$ cat src/rtl/uart_link_sched.sv
// uart_link_sched
// Owns the UART frame buffers. Arbitrates two transmit requesters onto the
// single downstream RAM/engine, sequences the start level and length, and
// estimates TX completion with a byte-time timer. On the receive side it
// turns the engine's frame flag into an irq/ack handshake with a timed clear.
// Optional feature macro: UART_SCHED_RR_EN selects round-robin arbitration;
// left undefined, req0 has fixed priority over req1.
module uart_link_sched #(
    parameter int START_HOLD   = 4,
    parameter int CLR_HOLD     = 4,
    parameter int BYTE_CYCLES  = 10850,
    parameter int GUARD_CYCLES = 1000,
    parameter int FLAG_TMO     = 1024
) (
    input  logic        clk_125m,
    input  logic        rst_n,
    input  logic        req0_valid,
    input  logic [7:0]  req0_len,
    output logic        req0_ready,
    output logic        req0_done,
    input  logic        req1_valid,
    input  logic [7:0]  req1_len,
    output logic        req1_ready,
    output logic        req1_done,
    output logic        tx_busy,
    output logic        tx_owner,
    output logic        ram_uart_down_start,
    output logic [7:0]  ram_uart_down_len,
    input  logic        ram_uart_up_flag,
    input  logic [12:0] ram_uart_up_len,
    output logic        ram_uart_up_clr,
    output logic        rx_irq,
    output logic [12:0] rx_len,
    input  logic        rx_ack,
    output logic        rx_err
);

    localparam logic [1:0] T_IDLE  = 2'd0;
    localparam logic [1:0] T_START = 2'd1;
    localparam logic [1:0] T_WAIT  = 2'd2;
    localparam logic [1:0] T_DONE  = 2'd3;

    localparam logic [1:0] R_IDLE  = 2'd0;
    localparam logic [1:0] R_PEND  = 2'd1;
    localparam logic [1:0] R_CLR   = 2'd2;
    localparam logic [1:0] R_DROP  = 2'd3;

    // Hold counters count down to zero, so they are loaded with HOLD-1.
    localparam logic [23:0] START_LAST = 24'(START_HOLD - 1);
    localparam logic [23:0] BYTE_C     = 24'(BYTE_CYCLES);
    localparam logic [23:0] GUARD_C    = 24'(GUARD_CYCLES);
    // The RX counter is 16 bits wide; FLAG_TMO and CLR_HOLD must fit in it.
    localparam logic [15:0] CLR_LAST   = 16'(CLR_HOLD - 1);
    localparam logic [15:0] TMO_LAST   = 16'(FLAG_TMO - 1);

    logic [1:0]  txState_q, txState_d;
    logic [23:0] txCnt_q, txCnt_d;
    logic [7:0]  downLen_q, downLen_d;
    logic        owner_q, owner_d;
    logic        grant;
    logic        grantSel;
    logic [7:0]  selLen;
    logic [23:0] waitLoad;

    logic [1:0]  rxState_q, rxState_d;
    logic [15:0] rxCnt_q, rxCnt_d;
    logic [12:0] rxLen_q, rxLen_d;
    logic        rxErr_q, rxErr_d;

`ifdef UART_SCHED_RR_EN
    logic        pref_q, pref_d;

    // Pick the requester to serve: on a tie the one not served last wins.
    always_comb begin
        grantSel = req1_valid;
        if (req0_valid && req1_valid) begin
            grantSel = pref_q;
        end
    end

    // Tie-break preference flips away from whoever was just granted.
    always_comb begin
        pref_d = pref_q;
        if (grant) begin
            pref_d = ~grantSel;
        end
    end

    // Preference register; reset favours req0.
    always_ff @(posedge clk_125m or negedge rst_n) begin
        if (!rst_n) begin
            pref_q <= 1'b0;
        end else begin
            pref_q <= pref_d;
        end
    end
`else
    // Pick the requester to serve: req0 always wins when it is asking.
    always_comb begin
        grantSel = ~req0_valid;
    end
`endif

    // Ready is combinational in the idle cycle and forced low while in reset.
    assign grant    = rst_n && (txState_q == T_IDLE) && (req0_valid || req1_valid);
    assign selLen   = grantSel ? req1_len : req0_len;
    // 8x24 multiply truncated to the 24-bit counter width.
    assign waitLoad = ({16'd0, downLen_q} * BYTE_C) + GUARD_C;

    // TX sequencing: grant, hold start, wait out the estimated byte time, report done.
    always_comb begin
        txState_d = txState_q;
        txCnt_d   = txCnt_q;
        downLen_d = downLen_q;
        owner_d   = owner_q;
        case (txState_q)
            T_IDLE: begin
                if (grant) begin
                    downLen_d = selLen;
                    owner_d   = grantSel;
                    if (selLen != 8'd0) begin
                        txCnt_d   = START_LAST;
                        txState_d = T_START;
                    end else begin
                        // Length 0 would make the engine send 256 bytes, so skip the start.
                        txState_d = T_DONE;
                    end
                end
            end
            T_START: begin
                if (txCnt_q == 24'd0) begin
                    txCnt_d   = waitLoad;
                    txState_d = T_WAIT;
                end else begin
                    txCnt_d = txCnt_q - 24'd1;
                end
            end
            T_WAIT: begin
                if (txCnt_q <= 24'd1) begin
                    txCnt_d   = 24'd0;
                    txState_d = T_DONE;
                end else begin
                    txCnt_d = txCnt_q - 24'd1;
                end
            end
            T_DONE: begin
                txState_d = T_IDLE;
            end
            default: begin
                txState_d = T_IDLE;
            end
        endcase
    end

    // TX state registers.
    always_ff @(posedge clk_125m or negedge rst_n) begin
        if (!rst_n) begin
            txState_q <= T_IDLE;
            txCnt_q   <= 24'd0;
            downLen_q <= 8'd0;
            owner_q   <= 1'b0;
        end else begin
            txState_q <= txState_d;
            txCnt_q   <= txCnt_d;
            downLen_q <= downLen_d;
            owner_q   <= owner_d;
        end
    end

    assign req0_ready          = grant && !grantSel;
    assign req1_ready          = grant && grantSel;
    assign req0_done           = (txState_q == T_DONE) && !owner_q;
    assign req1_done           = (txState_q == T_DONE) && owner_q;
    assign tx_busy             = (txState_q != T_IDLE);
    assign tx_owner            = owner_q;
    assign ram_uart_down_start = (txState_q == T_START);
    assign ram_uart_down_len   = downLen_q;

    // RX handshake: capture frame, wait for ack, pulse clear, wait for the flag to drop.
    always_comb begin
        rxState_d = rxState_q;
        rxCnt_d   = rxCnt_q;
        rxLen_d   = rxLen_q;
        rxErr_d   = 1'b0;
        case (rxState_q)
            R_IDLE: begin
                if (ram_uart_up_flag) begin
                    rxLen_d   = ram_uart_up_len;
                    rxState_d = R_PEND;
                end
            end
            R_PEND: begin
                if (rx_ack) begin
                    rxCnt_d   = CLR_LAST;
                    rxState_d = R_CLR;
                end
            end
            R_CLR: begin
                if (rxCnt_q == 16'd0) begin
                    rxCnt_d   = TMO_LAST;
                    rxState_d = R_DROP;
                end else begin
                    rxCnt_d = rxCnt_q - 16'd1;
                end
            end
            R_DROP: begin
                if (!ram_uart_up_flag) begin
                    rxCnt_d   = 16'd0;
                    rxState_d = R_IDLE;
                end else if (rxCnt_q == 16'd0) begin
                    // Flag stuck high: report it; idle will re-raise the frame.
                    rxErr_d   = 1'b1;
                    rxState_d = R_IDLE;
                end else begin
                    rxCnt_d = rxCnt_q - 16'd1;
                end
            end
            default: begin
                rxState_d = R_IDLE;
            end
        endcase
    end

    // RX state registers.
    always_ff @(posedge clk_125m or negedge rst_n) begin
        if (!rst_n) begin
            rxState_q <= R_IDLE;
            rxCnt_q   <= 16'd0;
            rxLen_q   <= 13'd0;
            rxErr_q   <= 1'b0;
        end else begin
            rxState_q <= rxState_d;
            rxCnt_q   <= rxCnt_d;
            rxLen_q   <= rxLen_d;
            rxErr_q   <= rxErr_d;
        end
    end

    assign ram_uart_up_clr = (rxState_q == R_CLR);
    assign rx_irq          = (rxState_q == R_PEND);
    assign rx_len          = rxLen_q;
    assign rx_err          = rxErr_q;

endmodule

$ cat config.mk
export PLATFORM = sky130hd
export DESIGN_NAME = uart_link_sched
export DESIGN_NICKNAME = d
export VERILOG_FILES = /design/src/rtl/uart_link_sched.sv
export SDC_FILE = /design/constraint.sdc
export NUM_CORES = 1
export LEC_CHECK = 0
export CAP_MARGIN = 20
export CELL_PAD_IN_SITES_DETAIL_PLACEMENT = 2
export CELL_PAD_IN_SITES_GLOBAL_PLACEMENT = 2
export CORE_MARGIN = 1.5
export CORE_UTILIZATION = 38
export CTS_CLUSTER_SIZE = 16
export DETAILED_ROUTE_END_ITERATION = 8
export GPL_TIMING_DRIVEN = 0
export PLACE_DENSITY_LB_ADDON = 0.3
export SLEW_MARGIN = 20
export SYNTH_ARGS = -nofsm -noshare
export SYNTH_HDL_FRONTEND = slang
export SYNTH_SLANG_ARGS = --single-unit
$ cat constraint.sdc
create_clock -name clk_125m -period 10.7 [get_ports clk_125m]
set_input_delay 1.07 -clock clk_125m [delete_from_list [all_inputs] [get_ports clk_125m]]
set_output_delay 1.07 -clock clk_125m [all_outputs]
set_load 0.02 [all_outputs]
==> results.py <==
metrics = {
    "sta": {
        "timing.final.hold_violations": 0,
        "worst_pin_slew_ns": 1.03,
        "final_clock_skew_ns": 0.0111,
        "report.final.slew_viol_count": 0,
        "unrepaired_setup_endpoints_after_global_routing": "no",
        "clock_period_minus_worst_slack_ns": 5.24,
        "setup_ws_ns": 5.46,
        "timing.max_slew.rel_slack_pct": 30.9,
        "setup_viol_count_final": 0,
        "layout_worst_path_cycle_share_pct": 49.0,
        "max_freq_ghz": 0.191,
        "timing.setup.tns_ns": 0,
    },
    "floorplanning": {
        "width_of_the_chip_um": 125,
        "floorplan_core_area_um2": 14600,
        "top_level_ports": 66,
        "fp.dieArea_um2": 15700,
        "std_cell_rows": 44,
        "initial_core_util_pct": 39.0,
        "dieHeight_um": 125,
    },
    "worst_setup_path": {
        "path_cells": "ha_1 > ha_1 > inv_1 > fa_1 > inv_1 > ha_1 > fa_1 > a211oi_1 > o21bai_1 > a211oi_1 > xnor2_1 > nand3_1 > or3_4 > xor2_1 > a221o_1",
        "critical-path-slowest-cell": "dfrtp_1",
        "r2r_start": "ram_uart_down_len[2]$_DFFE_PN0P_",
        "cp_top_family": "adder cells",
        "cp_data_arrival_time_ns": 5.47,
        "reg2reg_path_depth": 15,
        "cp_common_cell": "ha_1",
        "worstSetupEndpointType": "flop",
        "worst-path-max-fanout": 9,
        "worst-setup-path-type": "flop to flop",
        "worst_r2r_endpoint": "txCnt_q[20]$_DFFE_PN0P_",
        "slowest_delay_ns": 0.65,
        "worstSetupStartpointType": "flop",
        "cp.buffers_inverters": 2,
        "critPathLaunch": "ram_uart_down_len[2]$_DFFE_PN0P_",
        "required_time_at_the_endpoint_of_the_critical_path_ns": 10.92,
        "regToRegSetupSlack_ns": 5.46,
    },
    "synth": {
        "synth-warning-count": 0,
        "most_instantiated_library_cell_after_synthesis": "o21ai_0",
        "synth_top_cell_area_share_pct": 29.5,
        "cell_variety_after_synth": 75,
        "synth_ff_type": "dfrtp_1",
        "sequential_cell_area_fraction_in_the_yosys_report_pct": 29.5,
        "synth_enable_flop_cells": 0,
        "average_cell_area_after_synthesis_um2": 8.91,
        "synth-seq-cells": 67,
        "synth_area_leader_cell": "dfrtp_1",
        "yosys-top-cells-count": "o21ai_0 (71), dfrtp_1 (67), ha_1 (67)",
        "syn-cell-area_um2": 5690,
        "synth.area.top_cells": "dfrtp_1 (29%), ha_1 (15%), o21ai_0 (6.2%), fa_1 (4.6%), nor2_1 (3.8%)",
        "postSynthNetCount": 754,
        "proportion_of_synthesized_flip_flops_having_asynchronous_set_or_reset_pct": 100,
        "netlist_instances": 639,
    },
    "clock_network": {
        "postCtsHoldBufs": 0,
        "cts_max_path_buffers": 2,
        "postCtsResizedCells": 0,
        "clk_latency_ns": 0.35,
        "tritoncts": "yes",
        "clk_transition_reported_paths_ns": 0.06,
        "cts_max_level": 3,
        "root_buffer": "clkbuf_16",
        "cts-buffers-inserted": 9,
        "post_cts_buffers": 0,
        "clkSinkCount": 67,
    },
    "hold_path": {
        "worst_hold_path.num_cells": 1,
        "worst_hold_startpoint": "rxCnt_q[15]$_DFFE_PN0P_",
        "min_delay_worst_endpoint": "rxCnt_q[15]$_DFFE_PN0P_",
        "hold_class": "flop to flop",
    },
    "layout": {
        "antenna_cells": 0,
        "final_net_count": 831,
        "finish.instance_area_um2": 6900,
        "drive_gt1_share_pct": 9.02,
        "area.growth.synth_to_final_pct": 21.3,
        "final_util_pct": 47.3,
    },
    "pwr": {
        "power.switching_mw": 0.445,
        "sw_frac_of_total_pct": 39.4,
        "seq_power_share_pct": 33.8,
        "pint_mw": 0.683,
        "p_leak_nw": 3.12,
        "power_frac_clock_pct": 27.4,
        "power.share.combinational_pct": 38.7,
        "power_density_nw_per_um2": 163,
        "ir_drop_uv": 80.7,
    },
    "place": {
        "placed_cell_area_um2": 6600,
        "pre_cts_ws_ns": 5.43,
        "placement.io_buffers": 65,
        "dpl.hpwl_um": 14800,
        "globalplace.congestion": 0.821,
    },
    "job": {
        "drv.max_cap_violation_count": 0,
    },
    "route": {
        "num_vias": 5316,
        "postRouteWirelength_um": 19600,
        "detailedRoute.firstIterationViolations": 252,
        "avgViaCountPerCell": 5.87,
        "drt_pre_antenna_iters": 4,
        "detail_route.drc_violations": 0,
        "detail_route.wl_per_cell_um": 21.6,
        "ant_nets": 0,
    },
    "global_route": {
        "overflow": 0,
        "antenna_violations_before_repair": 0,
        "grt.total_usage_pct": 25.8,
        "grt_start_max_net_pins": 56,
        "grt_first_pass_wirelength_um": 32300,
        "first_global_vias": 5970,
    },
    "outcome": {
        "outcome": "finished clean",
    },
}
## worst max-delay path by stage
stage                                    endpoint  cells past startpoint
after floorplan           txCnt_q[20]$_DFFE_PN0P_                     16
after global placement                 req1_ready                      5
after detailed placement  txCnt_q[20]$_DFFE_PN0P_                     15
after CTS                 txCnt_q[20]$_DFFE_PN0P_                     15
after global routing      txCnt_q[20]$_DFFE_PN0P_                     15
final                     txCnt_q[20]$_DFFE_PN0P_                     15
## final cells by class
| class | instances | area [um2] |
|---|---|---|
| tap | 184 | 230 |
| clock buffer | 10 | 239 |
| timing repair buffer | 66 | 676 |
| multi-input combinational | 511 | 3760 |
| buffer | 20 | 100 |
| clock inverter | 6 | 65.1 |
| sequential | 67 | 1680 |
| inverter | 41 | 154 |
| fill | 1584 | 7690 |
## per-layer routing
layer | routed length (um) | up-vias | global-route usage, %
met5 | 0 | - | 0
met4 | 397 | 0 | 7.55
met2 | 10600 | 72 | 47.9
met3 | 512 | 30 | 4.28
met1 | 8040 | 2734 | 30.4
li1 | - | 2480 | -
## per-stage QoR
stage,instances,total power [mW],hold slack (ns)
4_1_cts,905,1.14,0.486
3_3_place_gp,888,0.763,0.452
6_report,905,1.13,0.494
2_1_floorplan,639,0.625,0.440
5_1_grt,905,1.19,0.518
3_5_place_dp,889,0.808,0.473
## worst register-to-register path, cell delays in order, from the launching register on
cell and delay, ns:
dfrtp_1 0.65, ha_1 0.32, ha_1 0.28, inv_1 0.05
fa_1 0.53, inv_1 0.05, ha_1 0.25, fa_1 0.45
a211oi_1 0.38, o21bai_1 0.21, a211oi_1 0.64, xnor2_1 0.24
nand3_1 0.16, or3_4 0.40, xor2_1 0.17, a221o_1 0.34
## power groups by stage
stage | clock (mW) | sequential [mW] | combinational, mW
after floorplan | 0 | 0.396 | 0.228
after detailed placement | 0 | 0.384 | 0.424
after global routing | 0.325 | 0.389 | 0.476
after CTS | 0.313 | 0.381 | 0.441
after global placement | 0 | 0.372 | 0.391
final | 0.309 | 0.382 | 0.437
## cells in the final DEF, fill, tap and decap left out, types with 15 or more instances in the layout
master,count
clkdlybuf4s50_1,64
nor2_1,57
o21ai_0,71
nor3_1,25
a21oi_1,29
ha_1,67
xnor2_1,16
inv_1,41
nor4_1,15
nand2_1,50
dfrtp_1,67
## registers in the layout (all words and copies together), names as in the netlist
name	cells
tx_owner	1
txState_q	2
rx_err	1
rx_len	13
rxState_q	2
rxCnt_q	16
txCnt_q	24
ram_uart_down_len	8
## cell families after synthesis
logic type,Yosys count,synth area share (%)
AOI/OAI and AO/OA,171,19.9
DFF,67,29.5
buffers and inverters,61,4.46
and+or+nand+nor,211,18.6
adders and majority gates,80,19.3
muxes,22,4.15
xor gates and xnor gates,27,4.15
No activity file was read; power rests on OpenSTA's default activity.
==> edit 1, RTL diff (config.mk and constraints unchanged) <==
Add a define of `UART_SCHED_RR_EN`.
--- a/src/rtl/uart_link_sched.sv
+++ b/src/rtl/uart_link_sched.sv
@@ -7,2 +7,4 @@
 // left undefined, req0 has fixed priority over req1.
+`define UART_SCHED_RR_EN
+
 module uart_link_sched #(
Behaviour: not the same (Yosys sat finds a counterexample within 4 cycles, from zero or initial values and one cycle with rst_n low).
==> edit 1 against the unedited design <==
Wire length rose by 8.9%. Critical path depth decreased by 1. Cell count grew 4.6%. First-iteration DRC count fell by 26%. Worst hold slack worse by 0.0057 ns. Worst setup slack gained 0.20 ns. Cell area grew 4.0%. Total power shrank 1.1%. Combinational power decreased by 2%. Sequential cell count rose by 1. Area after synthesis grew 4.4%. Sequential share of layout area fell by 0.58 points. Clock skew is 0.0043 ns higher. Largest cell class unchanged.
==> edit 1: results (changes against the unedited design) <==
| Metric | Value |
|---|---|
| Outcome | `complete, no violations` |
| Crit path DAT | `5.25 ns (-0.22 ns)` |
| Share of cells above drive strength 1 | `10.2% (+1.2 points)` |
| RR Startpoint | `ram_uart_down_len[4]` |
| Inverters | `49 (+20%)` |
| Layout clock buffer count | `9 (-1)` |
| Seq area share | `23.7% (-0.58 points)` |
| Mapped Area | `5940 um^2 (+4.4%)` |
| Post-synth cell types | `80 (+6.7%)` |
| Crit-path max cell delay | `0.61 ns (-0.04 ns)` |
| Vias in the first global route | `6343 (+6.2%)` |
| Synth Net Count | `769 (+2.0%)` |
| Synth top area cells | `dfrtp_1, ha_1, o21ai_0, fa_1, inv_1` |
| ClkCell Share | `4.25% (-0.15 points)` |
| Total wire length | `21.3 mm (+8.9%)` |
| Worst-path maximum fanout | `7 (-2)` |
| Top cells by count, synth | `dfrtp_1, ha_1, o21ai_0` |
| Largest net degree at the start of global routing | `37 (-34%)` |
| Gpl congestion | `0.839 (+2.1%)` |
| Initial drt markers | `186 (-26%)` |
| Placed cells | `931 (+4.7%)` |
| FF-to-FF path depth | `14 (-1)` |
| Global-route wire length before repair | `34.9 mm (+8.1%)` |
| Sink Count | `68 (+1.5%)` |
| Least-Margin Pin Slew | `1.04 ns (+0.0145 ns)` |
==> edit 1: how the worst max path moves through the flow <==
stage | cells after the start | end | slack, ns | start
global placement | 6 | req0_ready | 3.82 | rst_n
CTS | 14 | txCnt_q[21] | 5.65 | ram_uart_down_len[2]
floorplan | 16 | txCnt_q[21] | 6.34 | ram_uart_down_len[6]
detailed placement | 14 | txCnt_q[21] | 5.68 | ram_uart_down_len[2]
finish | 14 | txCnt_q[21] | 5.65 | ram_uart_down_len[4]
global route | 14 | txCnt_q[21] | 5.35 | ram_uart_down_len[2]
==> edit 1: worst reg2reg max path, stage by stage (launching register included) <==
cell,delay (ns)
dfrtp_1,0.61
ha_1,0.36
ha_1,0.20
or2_2,0.30
fa_1,0.46
fa_1,0.49
ha_1,0.40
and3_1,0.23
a221oi_1,0.37
o31ai_1,0.19
o311a_1,0.33
a2111oi_2,0.61
nor2_1,0.11
o41ai_1,0.09
o211ai_1,0.15
==> edit 1: report_power, final <==
group          total [mW]  switching [mW]  internal, mW  leakage (nW)
clock network       0.323           0.138         0.184         0.143
registers           0.363          0.0503         0.312         0.863
logic               0.430           0.257         0.174          2.35
total                1.12           0.445         0.670          3.36
==> edit 1: cell families (layout without fill, tap and decap cells) <==
family          after synthesis  count (layout)  share of synthesized area (%)
compound gates              195             195                           21.9
xor+xnor                     22              22                           3.24
fa+ha+maj                    80              80                           18.5
buf+inv                      69             151                           4.89
flops                        68              68                           28.6
mux                          22              22                           3.98
simple gates                198             198                           18.8
==> edit 1: per-layer routing <==
layer	global-route usage (%)	up-vias	part of all wire (%)
met4	9.45	0	2.0
met2	50.7	84	54
met1	32.3	2822	42
met5	0	-	0
li1	-	2563	-
met3	4.17	34	2.6
==> edit 2, RTL diff (config.mk and constraints unchanged) <==
Without the edit above. Remove the register `rxErr_q`: a continuous assignment takes its place, so the output `rx_err` follows one clock earlier.
--- a/src/rtl/uart_link_sched.sv
+++ b/src/rtl/uart_link_sched.sv
@@ -229,3 +229,2 @@
             rxLen_q   <= 13'd0;
-            rxErr_q   <= 1'b0;
         end else begin
@@ -234,5 +233,6 @@
             rxLen_q   <= rxLen_d;
-            rxErr_q   <= rxErr_d;
-        end
-    end
+        end
+    end
+
+    assign rxErr_q = rxErr_d;
 
Behaviour: no difference found for any inputs over 4 cycles, from zero or initial values and one cycle with rst_n low; that may be too few to reach the edited logic, so the function may still have changed.
==> edit 2 against the unedited design <==
Critical path type unchanged. Synthesized cell count is 0.16% lower. Wire length rose by 0.17%. Cell count decreased by 0.22%. Sequential cell count fell by 1. Combinational power shrank 3%. Worst setup slack got worse by 0.067 ns. Sequential power shrank 2%. Cell area down 0.82%. Sequential share of layout area decreased by 0.17 points. Total power is 4.7% lower. Area after synthesis decreased by 0.44%.
==> edit 2: results (changes against the unedited design) <==
| Metric | Value |
|---|---|
| Outcome | `complete, no violations` |
| Worst hold slack | `0.467 ns (-0.0263 ns)` |
| Clock skew | `0.0117 ns (+0.000594 ns)` |
| Gr usage total | `25.8% (about the same)` |
| Fill count | `1569 (-0.95%)` |
| Pre-CTS setup slack | `5.34 ns (-0.0925 ns)` |
| Vias in the first global route | `6070 (+1.7%)` |
| Crit-path max cell delay | `0.68 ns (+0.03 ns)` |
| VDD IR max | `0.0000717 V (-11%)` |
| Switching share of total power | `38.6% (-0.83 points)` |
| FF+latch count | `66 (-1.5%)` |
| Total wire length | `19.6 mm (+0.17%)` |
| Placed cells | `888 (-0.11%)` |
| Layout clock buffer count | `13 (+3)` |
| Synth top area cells | `dfrtp_1, ha_1, o21ai_0, fa_1, nor2_1` |
| Crit path DAT | `5.54 ns (+0.07 ns)` |
| Post-Layout Cell Count | `903 (-0.22%)` |
| ClkCell Share | `3.98% (-0.42 points)` |
| Seq/Total Area, Yosys | `29.1% (-0.31 points)` |
| Slew headroom | `43.1% (+12 points)` |
| Top cells by count, synth | `o21ai_0, ha_1, dfrtp_1` |
| Clk pwr | `0.281 mW (-9.1%)` |
| Final nets | `830 (-0.12%)` |
| Detailed Place HPWL | `15.1 mm (+2.0%)` |
| Global-route wire length before repair | `32.1 mm (-0.51%)` |
| Synthesized area per cell | `8.88 um^2 (-0.28%)` |
| Synth Net Count | `753 (-0.13%)` |
| Post-placement cell area | `6570 um^2 (-0.38%)` |
| Number of vias per cell | `5.87 (about the same)` |
| Largest net degree at the start of global routing | `45 (-20%)` |
| P_leak | `3.09 nW (-0.98%)` |
| Initial drt markers | `185 (-27%)` |
-- edit 2: kinds of logic after synthesis --
logic type	Yosys count	synth area share, %
muxes	22	4.17
DFF	66	29.1
buffers and inverters	61	4.48
xor gates and xnor gates	27	4.17
AOI/OAI and AO/OA	171	20.0
and+or+nand+nor	211	18.7
adders and majority gates	80	19.4
-- edit 2: routing by layer --
layer	vias up	GRT usage (%)	wire length (um)	part of all wire, %
li1	2487	-	-	-
met1	2727	29.4	8070	41
met2	65	49.8	10700	55
met3	22	3.17	452	2.3
met4	0	7.95	356	1.8
met5	-	0	0	0
-- edit 2: how the worst max path moves through the flow --
stage                                     from     endpoint  slack [ns]
after global routing      ram_uart_down_len[2]  txCnt_q[20]        5.07
final                     ram_uart_down_len[2]  txCnt_q[20]        5.39
after floorplan           ram_uart_down_len[6]  txCnt_q[20]        5.91
after CTS                 ram_uart_down_len[2]  txCnt_q[20]        5.36
after detailed placement  ram_uart_down_len[2]  txCnt_q[20]        5.34
after global placement                   rst_n   req1_ready        3.98
